<file path="src/rtl/inv_factorial32_pkg.sv">
// Shared definitions for the inverse-factorial decoder: parameter defaults
// and the controller state encoding.
package inv_factorial32_pkg;

  localparam int WIDTH_DEF = 32;  // code word width
  localparam int N_MAX_DEF = 15;  // largest candidate n
  localparam int IDX_W     = 4;   // width of candidate index and decoded n

  typedef enum logic [1:0] {
    IDLE   = 2'd0,
    SEARCH = 2'd1,
    RESULT = 2'd2
  } state_e;

endpackage : inv_factorial32_pkg

</file>
<file path="src/rtl/inv_factorial32_if.sv">
// Handshake bundle of the decoder: code word in, decoded n/hit out.
interface inv_factorial32_if
  import inv_factorial32_pkg::*;
#(
  parameter int WIDTH = WIDTH_DEF
);

  logic             in_valid;
  logic             in_ready;
  logic [WIDTH-1:0] code;
  logic             out_valid;
  logic             out_ready;
  logic [IDX_W-1:0] n;
  logic             hit;

  // Producer/consumer side driving the decoder.
  modport master (
    output in_valid, code, out_ready,
    input  in_ready, out_valid, n, hit
  );

  // Decoder side.
  modport slave (
    input  in_valid, code, out_ready,
    output in_ready, out_valid, n, hit
  );

endinterface : inv_factorial32_if

</file>
<file path="src/rtl/fact_step.sv">
// One step of the running value 2*i!: from index i to i+1.
module fact_step
  import inv_factorial32_pkg::*;
#(
  parameter int WIDTH = WIDTH_DEF
) (
  input  logic [WIDTH-1:0] acc_i,
  input  logic [IDX_W-1:0] i_i,
  output logic [WIDTH-1:0] acc_o
);

  logic [WIDTH-1:0] mult;

  // Index 0 maps to 2 (code of n=1); after that multiply by i+1, wrapping at WIDTH bits.
  always_comb begin
    // NOTE: every signal written here is assigned on every path, so no latch is inferred.
    mult  = WIDTH'(i_i) + WIDTH'(1);
    acc_o = acc_i * mult;
    if (i_i == '0) begin
      acc_o = WIDTH'(2);
    end
  end

endmodule : fact_step

</file>
<file path="src/rtl/inv_factorial32.sv">
// Inverse-factorial decoder: accepts a code word (0 for n=0, else 2*n! mod
// 2^WIDTH), walks candidates n=0..N_MAX one per cycle, and reports the lowest
// matching n, or hit=0 when no candidate matches.
module inv_factorial32
  import inv_factorial32_pkg::*;
#(
  parameter int WIDTH = WIDTH_DEF,
  parameter int N_MAX = N_MAX_DEF
) (
  input  logic                 clk,
  input  logic                 reset,
  inv_factorial32_if.slave     bus
);

  localparam logic [IDX_W-1:0] N_MAX_IDX = IDX_W'(N_MAX);

  state_e           state_q;
  logic [IDX_W-1:0] i_q;
  logic [WIDTH-1:0] acc_q;
  logic [WIDTH-1:0] acc_d;
  logic [WIDTH-1:0] code_q;
  logic [IDX_W-1:0] n_q;
  logic             hit_q;
  logic             out_valid_q;
  logic             in_ready_q;
  logic             match;

  fact_step #(
    .WIDTH (WIDTH)
  ) u_fact_step (
    .acc_i (acc_q),
    .i_i   (i_q),
    .acc_o (acc_d)
  );

  assign match = (acc_q == code_q);

  assign bus.in_ready  = in_ready_q;
  assign bus.out_valid = out_valid_q;
  assign bus.n         = n_q;
  assign bus.hit       = hit_q;

  // Controller: accept in IDLE, one candidate per cycle in SEARCH, hold result in RESULT.
  // in_ready is registered, so it first rises on the edge after reset release.
  always_ff @(posedge clk or posedge reset) begin
    // NOTE: sequential state uses non-blocking assignments so all registers update together.
    if (reset) begin
      state_q     <= IDLE;
      i_q         <= '0;
      acc_q       <= '0;
      code_q      <= '0;
      n_q         <= '0;
      hit_q       <= 1'b0;
      out_valid_q <= 1'b0;
      in_ready_q  <= 1'b0;
    end else begin
      case (state_q)
        IDLE: begin
          in_ready_q <= 1'b1;
          if (bus.in_valid && in_ready_q) begin
            code_q     <= bus.code;
            i_q        <= '0;
            acc_q      <= '0;
            in_ready_q <= 1'b0;
            state_q    <= SEARCH;
          end
        end
        SEARCH: begin
          if (match) begin
            n_q         <= i_q;
            hit_q       <= 1'b1;
            out_valid_q <= 1'b1;
            state_q     <= RESULT;
          end else if (i_q == N_MAX_IDX) begin
            n_q         <= '0;
            hit_q       <= 1'b0;
            out_valid_q <= 1'b1;
            state_q     <= RESULT;
          end else begin
            i_q   <= i_q + IDX_W'(1);
            acc_q <= acc_d;
          end
        end
        RESULT: begin
          // The consume edge goes straight to IDLE; no word is taken on that edge.
          if (bus.out_ready) begin
            out_valid_q <= 1'b0;
            in_ready_q  <= 1'b1;
            state_q     <= IDLE;
          end
        end
        default: begin
          state_q     <= IDLE;
          out_valid_q <= 1'b0;
          in_ready_q  <= 1'b0;
        end
      endcase
    end
  end

endmodule : inv_factorial32

</file>
<file path="src/flat_wrapper.sv">
// flat-port wrapper written by rule: the top's interface ports become plain ports
module inv_factorial32_flat import inv_factorial32_pkg::*;
#(
  parameter int WIDTH = WIDTH_DEF,
  parameter int N_MAX = N_MAX_DEF
)
  (clk, reset, bus_in_valid, bus_code, bus_out_ready, bus_in_ready, bus_out_valid, bus_n, bus_hit);
  inv_factorial32_if #(.WIDTH(WIDTH)) bus_i ();
  input  logic clk;
  input  logic reset;
  input wire logic [$bits(bus_i.in_valid)-1:0] bus_in_valid;
  input wire logic [$bits(bus_i.code)-1:0] bus_code;
  input wire logic [$bits(bus_i.out_ready)-1:0] bus_out_ready;
  output wire logic [$bits(bus_i.in_ready)-1:0] bus_in_ready;
  output wire logic [$bits(bus_i.out_valid)-1:0] bus_out_valid;
  output wire logic [$bits(bus_i.n)-1:0] bus_n;
  output wire logic [$bits(bus_i.hit)-1:0] bus_hit;
  assign bus_i.in_valid = bus_in_valid;
  assign bus_i.code = bus_code;
  assign bus_i.out_ready = bus_out_ready;
  assign bus_in_ready = bus_i.in_ready;
  assign bus_out_valid = bus_i.out_valid;
  assign bus_n = bus_i.n;
  assign bus_hit = bus_i.hit;
  inv_factorial32 #(.WIDTH(WIDTH), .N_MAX(N_MAX)) u_core (.clk(clk), .reset(reset), .bus(bus_i));
endmodule
</file>
<file path="config.mk">
export PLATFORM = sky130hd
export DESIGN_NAME = inv_factorial32_flat
export DESIGN_NICKNAME = d
export VERILOG_FILES = /design/src/rtl/inv_factorial32_pkg.sv /design/src/rtl/inv_factorial32_if.sv /design/src/rtl/fact_step.sv /design/src/rtl/inv_factorial32.sv /design/src/flat_wrapper.sv
export SDC_FILE = /design/constraint.sdc
export NUM_CORES = 1
export LEC_CHECK = 0
export ABC_AREA = 1
export BUFFER_PORTS_ARGS = -buffer_cell sky130_fd_sc_hd__buf_2
export CORE_ASPECT_RATIO = 1.75
export CORE_MARGIN = 5
export CORE_UTILIZATION = 50
export CTS_BUF_LIST = sky130_fd_sc_hd__clkbuf_8
export CTS_CLUSTER_DIAMETER = 150
export DETAILED_ROUTE_END_ITERATION = 8
export PLACE_DENSITY = 0.67
export RECOVER_POWER = 25
export SLEW_MARGIN = 20
export SYNTH_ARGS = -nofsm -noshare
export SYNTH_HDL_FRONTEND = slang
export SYNTH_SLANG_ARGS = --single-unit
</file>
<file path="constraint.sdc">
create_clock -name clk -period 5 [get_ports clk]
set_input_delay 0.25 -clock clk [delete_from_list [all_inputs] [get_ports clk]]
set_output_delay 0.25 -clock clk [all_outputs]
set_load 0.02 [all_outputs]
</file>
* After elaboration in Yosys (flattened, before gate mapping)
Index checks and enable logic that the tools add are counted.
** Operators by class
- Add/sub/neg operators :: 2
- $mul :: 1
- Equality and inequality tests :: 9
- Multiplexer cells :: 25
- Bitwise logic cells :: 2
- Reduce and logical (&&, ||, !) cells :: 11
** Operators by type and width (number)
- 32-bit two-way mux :: 4
- 32-bit case mux with 2 select lines :: 1
- 32-bit equality test :: 1
- 32-bit by 32-bit multiplier with 32-bit output :: 1
- 4-bit two-way mux :: 5
- 2-bit two-way mux :: 4
- 4-bit case mux with 2 select lines :: 1
- 1-bit two-way mux :: 7
- 2-bit inequality test (second input constant) :: 3
- 1-bit case mux with 3 select lines :: 2
- 2-bit case mux with 3 select lines :: 1
- 2-bit AND reduction :: 3
- 3-bit AND reduction :: 2
- 4-bit by 1-bit adder with 5-bit output (second input constant) :: 1
- 4-bit by 1-bit adder with 4-bit output (second input constant) :: 1
- 4-bit equality test (second input constant) :: 1
- 4-bit zero test :: 1
- 4-bit AND reduction :: 1
- 2-bit nonzero test :: 2
- 3-bit by 1-bit inequality test with 1-bit output (second input constant) :: 1
- 2-bit by 1-bit equality test with 1-bit output (second input constant) :: 1
- 2-bit equality test (second input constant) :: 1
- 2-bit zero test :: 1
- 2-bit by 1-bit inequality test with 1-bit output (second input constant) :: 1
- other kinds (2) :: 3
** Storage, ports and cells
- Register bits after elaboration :: 77
- Bits of input ports :: 36

* Longest topological paths before layout
Gate-level depths: netlist of the first run.
- Depth after elaboration :: 6
- Mapped depth :: 25
- Depth with buffers taken out :: 24

* By module
Synthesis of the first run repeated with hierarchy kept, for this count alone.
** Unflattened totals
- Cell total of the unflattened synthesis :: 1271
- Area, all modules :: 8847.2 µm²
** By module, submodules not included
- fact_step :: times used 1, cells each 881, area each 5301.3 µm², sequential area each 0.0 µm²
- inv_factorial32 :: times used 1, cells each 390, area each 3545.9 µm², sequential area each 1926.8 µm²

* Worst setup path after synthesis of the first run
No wires, ideal clock.
- Kind :: reg-to-reg
- Start point :: register u_core.i_q[0]
- End point :: register u_core.acc_q[31]
- Library setup time :: 117 ps
- Arrival :: 4197 ps
- Data required time :: 4883 ps
- Slack :: 686 ps
- Cell stages (with the launch flop) :: 25
- Path buffers :: 1
- Path through :: dfrtp_1 ha_1 nand2_1 inv_1 nor2_1 inv_2 buf_1 nor2_1 fa_1 fa_1 inv_1 fa_1 inv_1 ha_1 nand2_1 nor2_1 inv_1 nor2_1 nand2_1 nand2_1 nand2_1 nand3_1 nand2_1 nand3_1 nand2_1
** On the way
- Longest elaborated chain between the ends :: 6
** Ends and longest elaborated chain
- start, declared :: RTL line inv_factorial32.sv:18 : logic [IDX_W-1:0] i_q;
- start signal, assigned :: RTL line inv_factorial32.sv:80 : i_q <= i_q + IDX_W'(1);
- 4-bit by 1-bit adder with 5-bit output :: RTL line fact_step.sv:17 : mult = WIDTH'(i_i) + WIDTH'(1);
- 32-bit by 32-bit multiplier with 32-bit output :: RTL line fact_step.sv:18 : acc_o = acc_i * mult;
- 32-bit two-way mux :: RTL line fact_step.sv:19 : if (i_i == '0) begin
- 32-bit two-way mux :: RTL line inv_factorial32.sv:74 : end else if (i_q == N_MAX_IDX) begin
- 32-bit two-way mux :: RTL line inv_factorial32.sv:69 : if (match) begin
- 32-bit case mux with 2 select lines :: RTL line inv_factorial32.sv:57 : case (state_q)
- end signal, assigned :: RTL line inv_factorial32.sv:50 : acc_q <= '0;
- end signal, assigned :: RTL line inv_factorial32.sv:63 : acc_q <= '0;
- end signal, assigned :: RTL line inv_factorial32.sv:81 : acc_q <= acc_d;
- end, declared :: RTL line inv_factorial32.sv:19 : logic [WIDTH-1:0] acc_q;
Several ways; a longest one is shown, not always the timed one. The select of a mux whose other input is x is not followed.
A chain may end at the register's enable or synchronous reset.

* Worst setup path after layout of the first run
- Start point :: register u_core.i_q[0]
- End point :: register u_core.acc_q[29]
The elaborated chain is that of the path after synthesis.

==> summary.md, run 1 <==
| Metric | Value |
|---|---|
| Clk Latency, worst-skew pair | `approximately 400 ps` |
| Port bufs | `42` |
| Layout area overhead | `8.326%` |
| Max Cap Viol | `2` |
| Number of remaining DRC errors | `0` |
| Initial antenna violation count | `0` |
| Origin of the critical flop-to-flop path | `u_core.i_q[0]` |
| Post-Syn Instances | `1249` |
| Crit path cell chain | `ha_1 -> nand2_1 -> inv_1 -> nor2_1 -> inv_4 -> nor2_1 -> fa_1 -> fa_1 -> inv_1 -> fa_1 -> inv_1 -> ha_1 -> nand2_1 -> nand2_1 -> nand2_1 -> nand3_1 -> nand2_1 -> nand2_1 -> a21oi_1 -> nand2_1 -> nand2_1 -> nand3_1 -> nand2_1` |
| Io pins | `43` |
| Critical path's largest stage delay | `560 ps` |
| #FFs+latches synth | `77` |
| Post-detail-place hpwl | `19.88 mm` |
| Hold path startpoint | `bus_code[16]` |
| Share of layout cells above drive strength 1 | `8.909%` |
| Final global-route overflow total | `0` |
| DR vias/cell | `5.103` |
| WHS Endpoint | `u_core.code_q[16]` |
| Worst Skew | `between 10 and 15 ps` |
| Status | `complete, but fails checks` |
| Clock Sinks | `77` |
| Reg-to-reg slack, setup | `around 270 ps` |
| Reg clk slew, reported paths | `100 ps` |
| Routed Antenna Nets | `0` |
| Cells on Worst Hold Path | `2` |
| Hold Vio Cnt, Final | `0` |
| Slew Limit Headroom | `-86.83%` |
| Routed WL | `24.79 mm` |
| Critical-path maximum fanout | `24` |
| Drt initial violations | `about 440` |
| Reg-to-reg endpoint | `u_core.acc_q[29]` |
| Worst path bufs/invs | `4` |
| Gpl congestion | `1.043` |
| Critical path type | `flop to flop` |
| Number of CTS-inserted buffers | `9` |
| CTS tree | `built` |
| Tmin final | `4727 ps` |
| HP Class | `input pin to flop` |
| All-layer global routing usage | `26.37%` |
| Post-synthesis sequential area ratio | `22.18%` |
| Die height | `between 150 and 200 um` |
| Worst r2r path cells | `23` |
| First drt pass iteration count | `5` |
| Max Buffers Root-to-Sink | `2` |
| Die ar. | `20210 um^2` |
| Power Density | `278.3 nW/um^2` |
| Critical Path AT | `between 5000 and 6000 ps` |
| Peak VDD IR | `0.2507 mV` |
| Core area | `17030 um^2` |
| Startpoint Class | `flop` |
| Worst EP required | `5330 ps` |
| Failing checks | `capacitance limit, slew limit` |
| Mapped Area | `8686 um^2` |
| CP top delay family | `adder cells` |
| Vias | `7802` |
| Total power draw | `about 2.6 mW` |
| Tcrit/Tclk final | `between 90% and 100%` |
| YS warnings | `0` |
| Filler cells | `1781` |
| CP max stage cell | `fa_1` |
| Setup TNS | `0 ps` |
| Drt wl/cell | `16.21 um` |
| Endpoint type of the worst setup path | `flop` |
| Slew Limit Fails | `49` |
| FMAX | `0.2116 GHz` |
| RSZ-0062 raised after global routing | `false` |
| Cell leakage power | `5.275 nW` |
| Initial Util | `51.01%` |
| CTS root buf | `clkbuf_8` |
| H-tree levels | `3` |
| Mapped Nets | `approximately 1400` |
| Largest net degree at the start of global routing | `49` |
| Die W | `about 110 um` |
| Crit path top cell by count | `nand2_1` |
| First-pass GRT wire length | `40.65 mm` |
| Syn Area/Cell | `6.954 um^2` |
| Core Rows | `63` |
| Setup Viol. Count Final | `0` |
| Distinct cells, synth | `32` |
| Vias in the first global route | `between 8000 and 9000` |
| Measured slew at the worst slew-check pin | `2802 ps` |
| ANT cells | `0` |
| Layout Nets | `1452` |
[kinds of logic (layout without fill, tap and decap cells)]
family | Yosys count | count (layout) | synth area share [%]
buffers and inverters | 309 | 362 | 13.71
multiplexers | 20 | 20 | 2.593
adder cells (fa/ha/maj) | 119 | 119 | 24.32
AO/OA/AOI/OAI | 79 | 79 | 5.359
flip-flops | 77 | 77 | 22.18
XOR/XNOR | 32 | 32 | 3.227
AND/OR/NAND/NOR | 613 | 613 | 28.61
[layout by cell type (no fill, tap or decap), types with 3 or more instances in the layout]
cell      synthesis  final
inv_2            10      9
nand2_1         352    352
ha_1             36     36
fa_1             83     83
nand3_1          67     67
buf_4             3     19
xor2_1            9      9
o21bai_1          5      5
xnor2_1          23     23
a21oi_1          40     40
clkbuf_1         15      9
clkinv_4          0      3
o22ai_2           3      3
inv_1           273    272
buf_2             4     34
clkbuf_8          0     10
o21ai_0          23     23
nor2_1          162    162
mux2_2           20     20
o21ai_2           5      5
dfrtp_1          77     77
nand4_1          16     16
nand3b_1          6      6
[power by group]
group / switching [mW] / total (mW) / leakage, nW / internal [mW]
Sequential: 0.128 / 0.919 / 0.982 / 0.791
Combinational: 0.764 / 1.17 / 4.19 / 0.401
Clock: 0.286 / 0.534 / 0.107 / 0.248
[how the worst max path moves through the flow]
stage / slack, ps / from / depth (start not counted) / end
after global placement: 350 / u_core.i_q[1] / 21 / u_core.acc_q[25]
after global routing: 4 / u_core.i_q[0] / 21 / u_core.acc_q[23]
after detailed placement: 310 / u_core.i_q[0] / 21 / u_core.acc_q[23]
after CTS: 250 / u_core.i_q[0] / 21 / u_core.acc_q[23]
after floorplan: 690 / u_core.i_q[0] / 24 / u_core.acc_q[31]
final: 270 / u_core.i_q[0] / 23 / u_core.acc_q[29]
[metal layers]
layer  share of wire, %  global-route usage [%]  vias up
met4                5.7                   14.18        0
li1                   -                       -     3805
met5                  0                       0        -
met2                 52                   46.42      197
met3                3.6                   2.524       63
met1                 39                   31.07     3737
[final cells by class]
cell class / instances / area [um^2] / area share, %
sequential: 77 / 1927 / 20.48
timing repair buffer: 63 / 356.6 / 3.790
clock inverter: 6 / 70.07 / 0.7447
clock buffer: 10 / 137.6 / 1.463
inverter: 283 / 1066 / 11.33
tap: 227 / 284.0 / 3.019
multi-input combinational: 863 / 5568 / 59.18
[through the flow]
stage / hold slack [ps] / cell area, um^2 / util, % / std cells / setup WS [ps]
global route: 84.97 / 9409 / 55.26 / 1529 / 4.158
detailed placement: 334.5 / 9208 / 54.08 / 1512 / 312.6
finish: 86.62 / 9409 / 55.26 / 1529 / 273.1
floorplan: 400.5 / 8686 / - / 1249 / 685.8
CTS: 73.38 / 9425 / 55.36 / 1529 / 252.7
global placement: 324.5 / 9208 / 54.08 / 1512 / 346.7
[what timing repair did]
item	CTS	global route
hold buffers	1	0
resized for setup	0	2
setup buffers	0	0
hold endpoints to repair	29	0
setup endpoints to repair	0	6
[sequential cells by signal (all words and copies together) (netlist names)]
register	flops
u_core.code_q	32
u_core.state_q	2
u_core.bus.out_valid	1
u_core.i_q	4
u_core.acc_q	32
u_core.bus.hit	1
u_core.bus.n	4
u_core.bus.in_ready	1
[cell usage after synthesis]
library cell  count  area [um^2]
nand3b_1          6        45.04
nor2_1          162        608.1
dfrtp_1          77         1927
o21ai_2           5        43.79
buf_2             4        20.02
nand3_1          67        335.3
or2_2             2        12.51
ha_1             36        450.4
xor2_1            9        78.83
nand2_2           1        6.260
nand4_1          16        100.1
fa_1             83         1662
o21ai_0          23        115.1
buf_4             3        22.52
nor3_1            2        10.01
buf_6             2        22.52
inv_2            10        37.54
o21bai_1          5        37.54
nor2_4            1        11.26
and2_1            1        6.260
buf_1             2        7.510
a21oi_4           1        16.27
a21oi_1          40        200.2
inv_1           273         1025
mux2_2           20        225.2
nor2_2            1        6.260
xnor2_1          23        201.4
nand2_1         352         1321
o22ai_2           3        37.54
clkbuf_1         15        56.30
o21a_1            2        15.01
nand2_4           2        22.52
(Power assumes the default switching activity.)
==> run 2: changes to the inputs <==
==> constraint.sdc (replaced) <==
create_clock -name clk -period 4.8 [get_ports clk]
set_input_delay 0.24 -clock clk [delete_from_list [all_inputs] [get_ports clk]]
set_output_delay 0.24 -clock clk [all_outputs]
set_load 0.02 [all_outputs]
==> run 2 against run 1 <==
The run still ends with capacitance limit, slew limit left; non-clock buffer count up 14; clock power up 3%; flip-flop and latch count unchanged; via count up 1.7%; global-route usage up 0.46 points; register-to-register slack worse by 40 ps; die area unchanged; cell area up 2.0%.
==> summary.md, run 2 (synthesis gave the netlist of run 1 again) <==
| Metric | Value |
|---|---|
| All-layer global routing usage | `between 20% and 30%` |
| Clock Sinks | `77` |
| First drt pass iteration count | `7` |
| Vias in the first global route | `8133` |
| Tmin final | `4563 ps` |
| Startpoint Class | `flop` |
| Worst r2r path cells | `21` |
| Slew Limit Headroom | `-24.56%` |
| H-tree levels | `3` |
| Commonest non-fill, non-tap cell in the layout | `nand2_1` |
| Total power draw | `2.730 mW` |
| Largest net degree at the start of global routing | `42` |
| ANT cells | `0` |
| Die W | `between 100 and 150 um` |
| Slew Limit Fails | `42` |
| Tcrit/Tclk final | `95.06%` |
| Measured slew at the worst slew-check pin | `1858 ps` |
| Commonest non-fill, non-tap cells in the layout | `nand2_1, inv_1, nor2_1` |
| Hold Vio Cnt, Final | `0` |
| Cell leakage power | `5.388 nW` |
| Clk Latency, worst-skew pair | `400 ps` |
| Initial Util | `51.01%` |
| Failing checks | `capacitance limit, slew limit` |
| Port bufs | `42` |
| Peak VDD IR | `approximately 0.26 mV` |
| Reg clk slew, reported paths | `around 100 ps` |
| First-pass GRT wire length | `41.04 mm` |
| Core area | `17030 um^2` |
| Core Rows | `63` |
| Layout Nets | `1466` |
| Die height | `184.4 um` |
| Share of layout cells above drive strength 1 | `12.08%` |
| Max Cap Viol | `1` |
| Critical path type | `flop to flop` |
| Layout area overhead | `10.54%` |
| DR vias/cell | `5.141` |
| Max Buffers Root-to-Sink | `2` |
| Critical Path AT | `approximately 5000 ps` |
| Number of remaining DRC errors | `0` |
| Worst EP required | `between 5000 and 6000 ps` |
| CP max stage cell | `fa_1` |
| Final global-route overflow total | `0` |
| Post-detail-place hpwl | `20.34 mm` |
| Critical-path maximum fanout | `18` |
| Status | `complete, but fails checks` |
| Cells on Worst Hold Path | `2` |
| Routed WL | `25.08 mm` |
| Area occupied by multi-input gates | `5630 um^2` |
| Io pins | `between 40 and 50` |
| Vias | `7932` |
| FF+latch area | `1927 um^2` |
| Final instance area | `9602 um^2` |
| Setup slack after layout | `237.0 ps` |
| Initial antenna violation count | `0` |
| Gpl congestion | `0.9749` |
| CTS tree | `built` |
| Worst Skew | `approximately 13 ps` |
| Power Density | `284.3 nW/um^2` |
| Drt initial violations | `534` |
| Setup WS pre-CTS | `12.99 ps` |
| Drt wl/cell | `16.25 um` |
| Critical path's largest stage delay | `560 ps` |
| Number of CTS-inserted buffers | `9` |
| HP Class | `input pin to flop` |
| FMAX | `0.2192 GHz` |
| Cell Area, Placed | `9325 um^2` |
| Endpoint type of the worst setup path | `flop` |
| Die ar. | `just over 20000 um^2` |
| Filler cells | `about 1700` |
| Routed Antenna Nets | `0` |
| CTS root buf | `clkbuf_8` |
| Setup Viol. Count Final | `0` |
| Crit path cell chain | `ha_1 -> nand2_1 -> inv_1 -> nor2_2 -> inv_4 -> nor2_1 -> fa_1 -> fa_1 -> inv_1 -> fa_1 -> inv_1 -> ha_1 -> nand2_1 -> inv_1 -> a21oi_1 -> nor2_1 -> o21ai_0 -> nand3_1 -> nand2_1 -> nand3_1 -> nand2_1` |
| RSZ-0062 raised after global routing | `true` |
| Biggest regs | `u_core.acc_q x32, u_core.code_q x32` |
-- run 2: routing by layer --
layer | vias up | share of wire, % | track usage [%]
li1 | 3839 | - | -
met1 | 3798 | 38 | 30.70
met2 | 216 | 52 | 47.57
met3 | 79 | 3.8 | 2.664
met4 | 0 | 6.0 | 15.63
met5 | - | 0 | 0
-- run 2: path summary, 6_finish.rpt --
path | startpoint | endpoint | slack [ps]
hold / removal | bus_code[30] | u_core.code_q[30] | 70
hold reg to reg | u_core.bus.n[3] | u_core.bus.n[3] | 470
max in group asynchronous | reset | u_core.acc_q[28] | 2680
min in group asynchronous | reset | u_core.bus.n[0] | 840
setup reg to reg | u_core.i_q[1] | u_core.acc_q[26] | 240
setup / recovery | u_core.i_q[1] | u_core.acc_q[26] | 240
-- run 2: what timing repair did --
item | in CTS | in global routing
hold buffers | 1 | 0
pin swaps | 0 | 0
endpoints found under the hold margin | 40 | 0
resized for setup | 1 | 22
buffers inserted | 0 | 0
endpoints found under the setup margin | 1 | 21
-- run 2: layout make-up --
cell class,instances,area share [%]
Multi-Input combinational cell,863,58.64
Clock buffer,9,1.290
Sequential cell,77,20.07
Timing Repair Buffer,77,5.082
Clock inverter,7,0.8340
Inverter,283,11.13
Tap cell,227,2.958
-- run 2: critical path: cells and delay by family (launching register included) --
kind	cells	cell delay [ps]
compound gates	2	530
simple gates	9	1030
flops	1	430
fa+ha+maj	5	2150
buf+inv	5	350
-- run 2: where the power goes --
| group | internal, mW | switching [mW] | total (mW) | leakage, nW |
|---|---|---|---|---|
| combinational | 0.423 | 0.794 | 1.22 | 4.30 |
| sequential | 0.824 | 0.137 | 0.961 | 0.982 |
| clock | 0.249 | 0.303 | 0.552 | 0.103 |
| total | 1.50 | 1.23 | 2.73 | 5.39 |
-- run 2: stage by stage --
| step | util [%] | TNS, ps | hold slack (ps) | std cells |
|---|---|---|---|---|
| final | 56.39 | 0 | 65.87 | 1543 |
| after global routing | 56.39 | -190.4 | 81.55 | 1543 |
| after CTS | 56.07 | 0 | 55.96 | 1543 |
| after detailed placement | 54.77 | 0 | 380.0 | 1526 |
| after global placement | 54.77 | 0 | 371.6 | 1526 |
| after floorplan | - | 0 | 390.5 | 1249 |
